$ cat config.mk
export PLATFORM = sky130hd
export DESIGN_NAME = ro_meas_ctrl
export DESIGN_NICKNAME = d
export VERILOG_FILES = /design/src/rtl/ro_meas_ctrl.sv
export SDC_FILE = /design/constraint.sdc
export NUM_CORES = 1
export LEC_CHECK = 0
export ABC_AREA = 1
export ABC_CLOCK_PERIOD_IN_PS = 3900
export CORE_MARGIN = 4
export CORE_UTILIZATION = 40
export CTS_CLUSTER_SIZE = 12
export DETAILED_ROUTE_END_ITERATION = 10
export PLACE_DENSITY = 0.6
export SETUP_SLACK_MARGIN = 0.05
export SLEW_MARGIN = 5
export SYNTH_ARGS = -nofsm -noshare
export SYNTH_HDL_FRONTEND = slang
export SYNTH_SLANG_ARGS = --single-unit
export TNS_END_PERCENT = 20
$ cat constraint.sdc
create_clock -name clk -period 3.9 [get_ports clk]
set_clock_uncertainty 0.05 [all_clocks]
set_input_delay 0.585 -clock clk [delete_from_list [all_inputs] [get_ports clk]]
set_output_delay 0.585 -clock clk [all_outputs]
set_load 0.02 [all_outputs]
$ cat src/rtl/ro_meas_ctrl.sv
// Ring-oscillator measurement controller: enables the oscillator, lets it settle,
// counts synchronized ro_out rising edges over a programmable window and holds the result.
module ro_meas_ctrl #(
    parameter int WIN_W  = 16,
    parameter int CNT_W  = 20,
    parameter int SETTLE = 2
) (
    input  logic             clk,
    input  logic             rst_n,
    input  logic             start,
    input  logic             abort,
    input  logic [WIN_W-1:0] win_len,
    input  logic             ro_out,
    output logic             ro_activate,
    output logic             busy,
    output logic             result_valid,
    input  logic             result_ready,
    output logic [CNT_W-1:0] result_count,
    output logic             result_ovf,
    output logic [2:0]       state_dbg
);

    // Handshake: the result transfers on a cycle where result_valid & result_ready;
    // result_valid is high for the whole of HOLD and the result is stable while it waits.

    typedef enum logic [2:0] {
        S_IDLE    = 3'd0,
        S_ARM     = 3'd1,
        S_MEASURE = 3'd2,
        S_DRAIN   = 3'd3,
        S_HOLD    = 3'd4
    } state_t;

    localparam logic [WIN_W-1:0] SETTLE_LAST = WIN_W'(SETTLE - 1);
    localparam logic [WIN_W-1:0] DRAIN_LAST  = WIN_W'(1);
    localparam logic [WIN_W-1:0] ONE_W       = WIN_W'(1);
    localparam logic [CNT_W-1:0] CNT_MAX     = '1;
    localparam logic [CNT_W-1:0] ONE_C       = CNT_W'(1);

    state_t           state_q, state_d;
    logic [WIN_W-1:0] tmr_q;
    logic [WIN_W-1:0] win_q;
    logic [CNT_W-1:0] count_q;
    logic             ovf_q;
    logic             sync1_q, sync2_q, prev_q, edge_q;
    logic             accept;

    assign accept = (state_q == S_IDLE) && start;

    always_comb begin
        state_d = state_q;
        case (state_q)
            S_IDLE: begin
                if (start) state_d = (win_len == '0) ? S_HOLD : S_ARM;
            end
            S_ARM: begin
                if (abort)              state_d = S_IDLE;
                else if (tmr_q == '0)   state_d = S_MEASURE;
            end
            S_MEASURE: begin
                if (abort)              state_d = S_IDLE;
                else if (tmr_q == '0)   state_d = S_DRAIN;
            end
            S_DRAIN: begin
                if (abort)              state_d = S_IDLE;
                else if (tmr_q == '0)   state_d = S_HOLD;
            end
            S_HOLD: begin
                if (result_ready) state_d = S_IDLE;
            end
            default: state_d = S_IDLE;
        endcase
    end

    always_ff @(posedge clk or posedge rst_n) begin
        if (rst_n) begin
            state_q     <= S_IDLE;
            ro_activate <= 1'b0;
        end else begin
            state_q     <= state_d;
            ro_activate <= (state_d == S_ARM) || (state_d == S_MEASURE);
        end
    end

    // One down-counter times ARM, MEASURE and DRAIN in turn; it reloads on each phase change.
    always_ff @(posedge clk or posedge rst_n) begin
        if (rst_n) begin
            tmr_q <= '0;
            win_q <= '0;
        end else if (accept) begin
            tmr_q <= SETTLE_LAST;
            win_q <= win_len;
        end else begin
            case (state_q)
                S_ARM:     tmr_q <= (tmr_q == '0) ? (win_q - ONE_W) : (tmr_q - ONE_W);
                S_MEASURE: tmr_q <= (tmr_q == '0) ? DRAIN_LAST : (tmr_q - ONE_W);
                S_DRAIN:   tmr_q <= tmr_q - ONE_W;
                default:   tmr_q <= tmr_q;
            endcase
        end
    end

    // ro_out is asynchronous: two-flop synchronizer, then a registered rising-edge pulse.
    always_ff @(posedge clk or posedge rst_n) begin
        if (rst_n) begin
            sync1_q <= 1'b0;
            sync2_q <= 1'b0;
            prev_q  <= 1'b0;
            edge_q  <= 1'b0;
        end else begin
            sync1_q <= ro_out;
            sync2_q <= sync1_q;
            prev_q  <= sync2_q;
            edge_q  <= sync2_q & ~prev_q;
        end
    end

    always_ff @(posedge clk or posedge rst_n) begin
        if (rst_n) begin
            count_q <= '0;
            ovf_q   <= 1'b0;
        end else if (accept) begin
            count_q <= '0;
            ovf_q   <= 1'b0;
        end else if ((state_q == S_MEASURE) && edge_q && (count_q != CNT_MAX)) begin
            count_q <= count_q + ONE_C;
            if (count_q == (CNT_MAX - ONE_C)) ovf_q <= 1'b1;
        end
    end

    assign busy         = (state_q != S_IDLE);
    assign result_valid = (state_q == S_HOLD);
    assign result_count = count_q;
    assign result_ovf   = ovf_q;
    assign state_dbg    = state_q;

endmodule

==> reports/metrics.csv, run 1 <==
metric,value,unit
drt.antenna.violating_nets,0,
netlist_area,0.00423,mm²
detailedRoute.firstIterationViolations,268,
netlist_top_cells_area,"dfrtp_1 36%, nand2_1 18%, nand3_1 8.0%, nor2_1 7.5%, inv_1 5.9%",
proportion_of_power_drawn_by_flip_flops_and_latches,32.0,%
synth_edf_count,0,
required,3.26,ns
gp_congestion,0.915,
numPortBuffers,48,
power.share.switching,45.1,%
std_cell_rows,37,
via_count_of_the_first_global_routing_pass,4120,
maxUsedRoutingLayer,met4,
hold_path.class,reg -> reg,
post_cts_resize_count,0,
syn-mean-instance-area,6.72,µm²
crit_path_start_kind,flop,
worst_ep_arrival_time,2.06,ns
cts-htree-levels,3,
insertion_delay,0.35,ns
synth_cell_type_count,38,
filler_cell_count,1063,
yosysTopAreaCell,dfrtp_1,
yosysMostFrequentCell,nand2_1,
worstSetupPathType,reg -> out,
vias,4197,
postSynthCellCount,629,
final_net_count,705,
max-clock-path-buffers,2,
worst_setup_hold_path_clk_slew,0.07,ns
worst-path-buf-inv,2,
timing_max_transition_violations_final,0,
synth_ff_type,dfrtp_1,
critPathSlowestCell,dfrtp_1,
power_frac_comb,46.4,%
post_cts_hold_buffer_count,0,
worst_setup_path_end_kind,output pin,
first_pass_iters,5,
reg2reg_depth,9,
chipWidth,111,µm
design.die.area,0.0123,mm²
cellLeakagePower,2.47,nW
cp_most_frequent_cell,nor2_1,
worst_hold_path.num_cells,0,
crit_chain,nor2_1 -> inv_1 -> nor2_1 -> clkdlybuf4s50_1,
critical-path-top-delay-family,buffers and inverters,
grt_max_degree,41,
io_pins,49,
post-dp-hpwl,8760,µm
routed-wl-met2,5570,µm
via_per_inst,5.12,
area_overhead_of_the_layout_relative_to_synthesis,19.5,%
wl_per_cell,14.4,µm
synth_seq_area_share,36.1,%
timing.max_slew.rel_slack,56.5,%
antenna_violations_before_repair,0,
cts_tree,yes,
worst_vdd_drop,0.254,mV
tritoncts_num_sinks,61,
cts-root-buf,clkbuf_8,
power_switching,1.37,mW
share_of_post_route_cells_with_drive_strength_above_1,8.04,%
clock.fmax,371,MHz
post-route-worst-setup-slack,1.20,ns
post_cts.repair.setup_buffers,0,
finalHoldViolations,0,
asyncSetResetFlopFracSynth,100,%
globalRouteOverflowTotal,0,
cts_made_buffers,9,
synthesis.nets,655,
unrepaired_setup_endpoints_after_global_routing,false,
synth_seq_cells,61,
grt_usage,20.2,%
max_cap_viol_count,0,
n_antenna_cell,0,
cp.depth,4,
synth.yosys.warnings,0,
totalNegativeSetupSlack,0,ns
pre_cts_ws,1.34,ns
period_share,69.2,%
path_max_fanout,17,
postRouteWirelength,11800,µm
die-height,111,µm
initial_core_util,41.0,%
detail_route.drc_violations,0,
met1_length,5520,µm
worstMarginPinSlew,0.653,ns
global_route_wire_length_before_repair,20300,µm
critPathMaxStageDelay,0.62,ns
p_clk_share,21.6,%
yosys.area.top_type_share,36.1,%
placeable_core_region,0.0103,mm²
internal-power,1.66,mW
report.final.setup_viol,0,
outcome,"complete, no violations",
met3RoutedLength,593,µm
post_synth_most_frequent_cells,"207 x nand2_1, 84 x nor2_1, 68 x nand3_1",
power.density_cell_area,599,mW/mm²
period_needed,2.70,ns
-- worst register-to-register path: stages (launching register included) --
cell     delay [ns]
dfrtp_1        0.62
nor2_1         0.28
nand2_1        0.12
nor2_2         0.09
buf_4          0.33
inv_2          0.25
nand2_4        0.27
inv_2          0.14
nand2_1        0.08
o31ai_1        0.06
-- metal layers --
layer	track usage, %	vias to the layer above
li1	-	2102
met1	27.4	1951
met2	33.1	128
met3	3.98	16
met4	5.34	0
met5	0	-
-- layout by cell type, fill, tap and decap left out, types with 5 or more instances in the layout --
cell,n
a21oi_1,8
clkbuf_8,11
clkdlybuf4s50_1,48
dfrtp_1,61
inv_1,65
inv_2,6
nand2_1,207
nand3_1,68
nand4_1,11
nor2_1,84
nor2_4,6
nor3_1,6
o21ai_0,32
o21ai_2,5
xor2_1,13
-- kinds of logic (layout without fill, tap and decap cells) --
kind of cell               Yosys count  in the layout  synth area share (%)
and+or+nand+nor                    404            404                  42.8
DFF                                 61             61                  36.1
AOI/OAI and AO/OA                   59             59                  8.17
adders and majority gates            4              4                  1.18
xor gates and xnor gates            17             17                  3.52
buffers and inverters               84            139                  8.20
-- path summary, 6_finish.rpt --
kind	from	endpoint	slack (ns)
min in group asynchronous	rst_n	tmr_q[9]	0.53
setup reg to reg	state_dbg[1]	result_count[8]	1.47
setup / recovery	state_dbg[1]	result_valid	1.20
hold / removal	sync1_q	sync2_q	0.30
max in group asynchronous	rst_n	result_ovf	2.37
hold reg to reg	sync1_q	sync2_q	0.30
-- registers in the layout (all words and copies together) (netlist names) --
name and cells:
ro_activate 1, state_dbg 3, edge_q 1, sync1_q 1, result_ovf 1, prev_q 1, result_count 20, sync2_q 1
win_q 16, tmr_q 16
-- layout make-up --
| class | count | area, µm² | share of cell area, % |
|---|---|---|---|
| Clock buffer | 12 | 155 | 3.07 |
| Timing Repair Buffer | 52 | 510 | 10.1 |
| Clock inverter | 4 | 70.1 | 1.39 |
| Sequential cell | 61 | 1530 | 30.2 |
| Inverter | 71 | 267 | 5.27 |
| Tap cell | 136 | 170 | 3.37 |
| Multi-Input combinational cell | 484 | 2360 | 46.6 |
-- power groups by stage --
stage	logic [mW]	clock network [mW]	registers, mW
6_report	1.40	0.654	0.969
5_1_grt	1.62	0.702	0.993
4_1_cts	1.41	0.673	0.965
3_5_place_dp	1.40	0	0.971
3_3_place_gp	1.37	0	0.974
2_1_floorplan	1.05	0	0.943
-- stage by stage --
| step | cell area, µm² | total power, mW | util (%) | instances | hold slack, ns |
|---|---|---|---|---|---|
| 6_report | 5050 | 3.03 | 49.0 | 820 | 0.304 |
| 5_1_grt | 5050 | 3.32 | 49.0 | 820 | 0.320 |
| 4_1_cts | 5050 | 3.04 | 49.0 | 820 | 0.308 |
| 3_5_place_dp | 4830 | 2.37 | 46.8 | 804 | 0.298 |
| 3_3_place_gp | 4830 | 2.35 | 46.8 | 804 | 0.296 |
| 2_1_floorplan | 4230 | 1.99 | - | 629 | 0.281 |
Power figures use the tool's default switching activity.
==> inputs of run 2 (changes only) <==
--- a/config.mk
+++ b/config.mk
@@ -6,7 +6,7 @@
 export NUM_CORES = 1
 export LEC_CHECK = 0
 export ABC_AREA = 1
-export ABC_CLOCK_PERIOD_IN_PS = 3900
+export ABC_CLOCK_PERIOD_IN_PS = 2800
 export CORE_MARGIN = 4
 export CORE_UTILIZATION = 40
 export CTS_CLUSTER_SIZE = 12
==> constraint.sdc (replaced) <==
create_clock -name clk -period 2.8 [get_ports clk]
set_clock_uncertainty 0.05 [all_clocks]
set_input_delay 0.42 -clock clk [delete_from_list [all_inputs] [get_ports clk]]
set_output_delay 0.42 -clock clk [all_outputs]
set_load 0.02 [all_outputs]
==> run 2 against run 1 <==
Final cell count is 0.12% higher. Cell area hardly changed. Core utilization hardly changed. Sequential power is 38% higher. Register-to-register slack worse by 0.91 ns. Flip-flop and latch count stayed put. Critical path depth stayed put. Count of clock-buffer cells in the layout is 1 lower. Clock power is 33% higher. Die area stayed put. Critical endpoint unchanged.
==> reports/metrics.csv, run 2 (synthesized netlist as in run 1, its figures left out) <==
metric,value,unit
outcome,"complete, no violations",
unrepaired_setup_endpoints_after_global_routing,false,
postPlaceCellArea,0.00485,mm²
path_max_fanout,6,
post_cts_resize_count,0,
global_route.usage.met1,25.8,%
totalNegativeSetupSlack,0,ns
max_reg_flops,20,
worstMarginPinSlew,0.633,ns
power_frac_comb,47.1,%
final_net_count,706,
period_needed,2.29,ns
groute.layer.met3.usage,5.24,%
timing_max_transition_violations_final,0,
detailedRoute.firstIterationViolations,246,
drt.antenna.violating_nets,0,
finalHoldViolations,0,
required,2.33,ns
worst_ep_arrival_time,1.82,ns
post-route-worst-setup-slack,0.510,ns
p_clk_share,20.8,%
use_met2,31.7,%
power.density_cell_area,827,mW/mm²
post_cts_hold_buffer_count,0,
reg2reg_depth,11,
globalRouteOverflowTotal,0,
detail_route.drc_violations,0,
most_common_cell_after_layout_fill_and_taps_aside,nand2_1,
global_route_wire_length_before_repair,19700,µm
max-clock-path-buffers,2,
area_overhead_of_the_layout_relative_to_synthesis,19.6,%
post-dp-hpwl,8820,µm
grt_max_degree,40,
timing.max_slew.rel_slack,57.7,%
design.die.area,0.0123,mm²
share_of_post_route_cells_with_drive_strength_above_1,8.03,%
cts-htree-levels,3,
via_count_of_the_first_global_routing_pass,4014,
worstSetupPathType,reg -> out,
initial_core_util,41.0,%
pre_cts_ws,0.624,ns
first_pass_iters,5,
period_share,81.8,%
mostFrequentLayoutCells,"207 x nand2_1, 84 x nor2_1, 68 x nand3_1",
wl_per_cell,14.5,µm
power_switching,1.91,mW
power.share.switching,45.8,%
worst_hold_path.num_cells,0,
via_per_inst,5.12,
worst_setup_hold_path_clk_slew,0.06,ns
worst_setup_path_end_kind,output pin,
post_cts.repair.setup_buffers,0,
vias,4200,
cts_tree,yes,
worst_vdd_drop,0.440,mV
die-height,111,µm
report.final.setup_viol,0,
cts-root-buf,clkbuf_8,
hold_path.class,reg -> reg,
std_cell_rows,37,
proportion_of_power_drawn_by_flip_flops_and_latches,32.1,%
n_antenna_cell,0,
cts_made_buffers,9,
tritoncts_num_sinks,61,
gp_congestion,0.910,
final_design_area_no_fill,0.00506,mm²
antenna_violations_before_repair,0,
placeable_core_region,0.0103,mm²
grt_usage,20.0,%
chipWidth,111,µm
grt_busiest_layer,met2,
clock.fmax,437,MHz
numPortBuffers,48,
io_pins,49,
insertion_delay,0.35,ns
cellLeakagePower,2.47,nW
crit_path_start_kind,flop,
filler_cell_count,1039,
postRouteWirelength,11900,µm
internal-power,2.27,mW
max_cap_viol_count,0,
[run 2: cell types whose count changed in the layout (fill, tap and decap cells not counted), sizes merged]
cell,previous run,this run
clkinv,2,3
buf,4,5
clkbuf,12,11
[run 2: layer usage]
| metal | part of all wire, % | wire length, µm |
|---|---|---|
| met4 | 2.6 | 312 |
| met1 | 45 | 5380 |
| met2 | 47 | 5530 |
| met5 | 0 | 0 |
| met3 | 5.6 | 663 |
[run 2: worst paths after layout]
| check | startpoint | end | slack [ns] |
|---|---|---|---|
| min in group asynchronous | rst_n | result_count[18] | 0.42 |
| worst max register to register | tmr_q[0] | tmr_q[1] | 0.56 |
| worst min register to register | sync1_q | sync2_q | 0.31 |
| worst max-delay path | state_dbg[0] | result_valid | 0.51 |
| max in group asynchronous | rst_n | win_q[4] | 1.67 |
| worst min-delay path | sync1_q | sync2_q | 0.31 |
[run 2: cell type report]
| type | count | area (µm²) | share of cell area [%] |
|---|---|---|---|
| multi-input cells | 484 | 2360 | 46.6 |
| flip-flops and latches | 61 | 1530 | 30.2 |
| repair buffers | 53 | 531 | 10.5 |
| inverters | 71 | 267 | 5.27 |
| well taps | 136 | 170 | 3.37 |
| clock buffers | 11 | 131 | 2.60 |
| clock inverters | 5 | 75.1 | 1.48 |
[run 2: critical path: stages (launching register included)]
cell             delay (ns)
dfrtp_1                0.45
nor2_1                 0.23
inv_1                  0.10
nor2_1                 0.10
clkdlybuf4s50_1        0.61
[run 2: through the flow]
step	util, %	power (mW)	std cells	hold WS, ns
floorplan	-	2.77	629	0.281
global placement	47.0	3.29	805	0.295
detailed placement	47.0	3.30	805	0.294
CTS	49.0	4.20	821	0.309
global route	49.0	4.57	821	0.326
finish	49.0	4.18	821	0.306
[run 2: power by group through the flow]
stage	Combinational [mW]	Clock, mW	Sequential (mW)
6_report	1.97	0.868	1.34
5_1_grt	2.26	0.936	1.38
4_1_cts	1.97	0.893	1.34
3_5_place_dp	1.96	0	1.34
3_3_place_gp	1.94	0	1.35
2_1_floorplan	1.46	0	1.31
==> inputs of run 3 (changes only) <==
--- a/config.mk
+++ b/config.mk
@@ -6,7 +6,7 @@
 export NUM_CORES = 1
 export LEC_CHECK = 0
 export ABC_AREA = 1
-export ABC_CLOCK_PERIOD_IN_PS = 2800
+export ABC_CLOCK_PERIOD_IN_PS = 2150
 export CORE_MARGIN = 4
 export CORE_UTILIZATION = 40
 export CTS_CLUSTER_SIZE = 12
==> constraint.sdc (replaced) <==
create_clock -name clk -period 2.15 [get_ports clk]
set_clock_uncertainty 0.05 [all_clocks]
set_input_delay 0.3225 -clock clk [delete_from_list [all_inputs] [get_ports clk]]
set_output_delay 0.3225 -clock clk [all_outputs]
set_load 0.02 [all_outputs]
==> run 3 against run 2 <==
Setup slack got worse by 0.37 ns. Non-clock buffer count increased by 3. Cell area is 1.4% higher. Flip-flop and latch count stayed put. Sequential power is 31% higher. Critical path type is now reg -> reg. Critical endpoint is now ro_activate. Largest cell class unchanged.
==> reports/metrics.csv, run 3 (synthesized netlist as in run 1, its figures left out) <==
metric,value,unit
post-dp-hpwl,8980,µm
timing.reg2reg.setup_slack,0.14,ns
post_cts_hold_buffer_count,0,
fin_total_pwr,5.53,mW
max_cap_viol_count,0,
antenna_violations_before_repair,0,
worst_ep_arrival_time,2.20,ns
period_needed,2.01,ns
postRouteWirelength,12100,µm
n_antenna_cell,0,
max-clock-path-buffers,2,
crit_path_start_kind,flop,
period_share,93.3,%
worst_vdd_drop,0.515,mV
cts-root-buf,clkbuf_8,
timing_max_transition_violations_final,0,
die-height,111,µm
finalHoldViolations,0,
worst_setup_hold_path_clk_slew,0.07,ns
initial_core_util,41.0,%
std_cell_rows,37,
worst_setup_path_end_kind,flop,
insertion_delay,0.35,ns
gp_congestion,0.911,
detail_route.drc_violations,0,
grt_usage,20.1,%
via_count_of_the_first_global_routing_pass,4031,
global_route_wire_length_before_repair,20100,µm
outcome,"complete, no violations",
worstMarginPinSlew,0.672,ns
area_overhead_of_the_layout_relative_to_synthesis,21.2,%
worstSetupPathType,reg -> reg,
grt_max_degree,40,
io_pins,49,
max_reg_flops,20,
clock.fmax,498,MHz
totalNegativeSetupSlack,0,ns
chipWidth,111,µm
tritoncts_num_sinks,61,
detailedRoute.firstIterationViolations,293,
mostFrequentLayoutCells,"206 x nand2_1, 82 x nor2_1, 68 x nand3_1",
final_net_count,709,
cts_tree,yes,
report.final.setup_viol,0,
wl_per_cell,14.6,µm
drt.antenna.violating_nets,0,
final_core_util,49.7,%
vias,4178,
most_common_cell_after_layout_fill_and_taps_aside,nand2_1,
placeable_core_region,0.0103,mm²
timing.max_slew.rel_slack,55.2,%
r2r_path_end,ro_activate,
r2r_start,tmr_q[0],
path_max_fanout,7,
cts_made_buffers,9,
required,2.34,ns
cts-htree-levels,3,
design.die.area,0.0123,mm²
unrepaired_setup_endpoints_after_global_routing,true,
globalRouteOverflowTotal,0,
power.density_cell_area,1080,mW/mm²
share_of_post_route_cells_with_drive_strength_above_1,9.16,%
via_per_inst,5.07,
first_pass_iters,5,
cellLeakagePower,2.51,nW
numPortBuffers,48,
reg2reg_depth,11,
hold_path.class,in -> async,
run 3: changes by cell type in the layout (fill, tap and decap cells not counted), moves of 2 or more:
cell,before,now
buf_4,4,6
clkbuf_8,9,11
clkdlybuf4s50_1,48,46
nor2_1,84,82
nor2_2,3,5
run 3: worst max-delay path, stage by stage, from the launching register on:
cell	delay [ns]
dfrtp_1	0.38
inv_1	0.16
ha_1	0.26
nand2_2	0.14
nor2_4	0.16
nand2_1	0.12
nor2_4	0.22
nand3_1	0.17
nand2_1	0.10
nor2_1	0.04
nand2_1	0.06
nand2_1	0.05
run 3: report_power, final:
part | internal [mW] | total [mW] | leakage (nW) | switching, mW
registers | 1.43 | 1.75 | 0.802 | 0.321
clock network | 0.712 | 1.18 | 0.116 | 0.466
logic | 0.892 | 2.60 | 1.60 | 1.71
run 3: how the worst max path moves through the flow:
stage	from	to	slack [ns]	cells after the start
5_1_grt	tmr_q[0]	tmr_q[3]	0.006	10
2_1_floorplan	rst_n	edge_q	0.26	1
4_1_cts	state_dbg[0]	busy	0.08	3
6_report	tmr_q[0]	ro_activate	0.14	11
3_3_place_gp	tmr_q[0]	tmr_q[1]	0.13	11
3_5_place_dp	tmr_q[0]	tmr_q[1]	0.11	11
run 3: per-stage QoR:
step / cell area, µm² / hold slack, ns / std cells / setup slack (ns)
2_1_floorplan: 4230 / 0.281 / 629 / 0.264
3_3_place_gp: 4880 / 0.300 / 808 / 0.127
3_5_place_dp: 4880 / 0.287 / 808 / 0.107
4_1_cts: 5110 / 0.261 / 824 / 0.0800
5_1_grt: 5130 / 0.289 / 824 / 0.00627
6_report: 5130 / 0.256 / 824 / 0.143
run 3: final cells by class:
cell class,instances,area (µm²)
clock buffer,12,155
clock inverter,4,70.1
fill,1042,5200
inverter,71,267
multi-input combinational,484,2370
sequential,61,1530
tap,136,170
timing repair buffer,56,567
run 3: per-layer routing:
layer	GRT usage [%]	up-vias	share of wire [%]
met5	0	-	0
met4	6.90	0	2.0
met3	4.97	19	5.8
met2	31.8	117	46
met1	26.8	1932	46
li1	-	2110	-
run 3: what timing repair did:
item,in CTS,in global routing
resized for setup,1,6
setup buffers,0,0
endpoints found under the hold margin,0,0
setup endpoints to repair,1,19
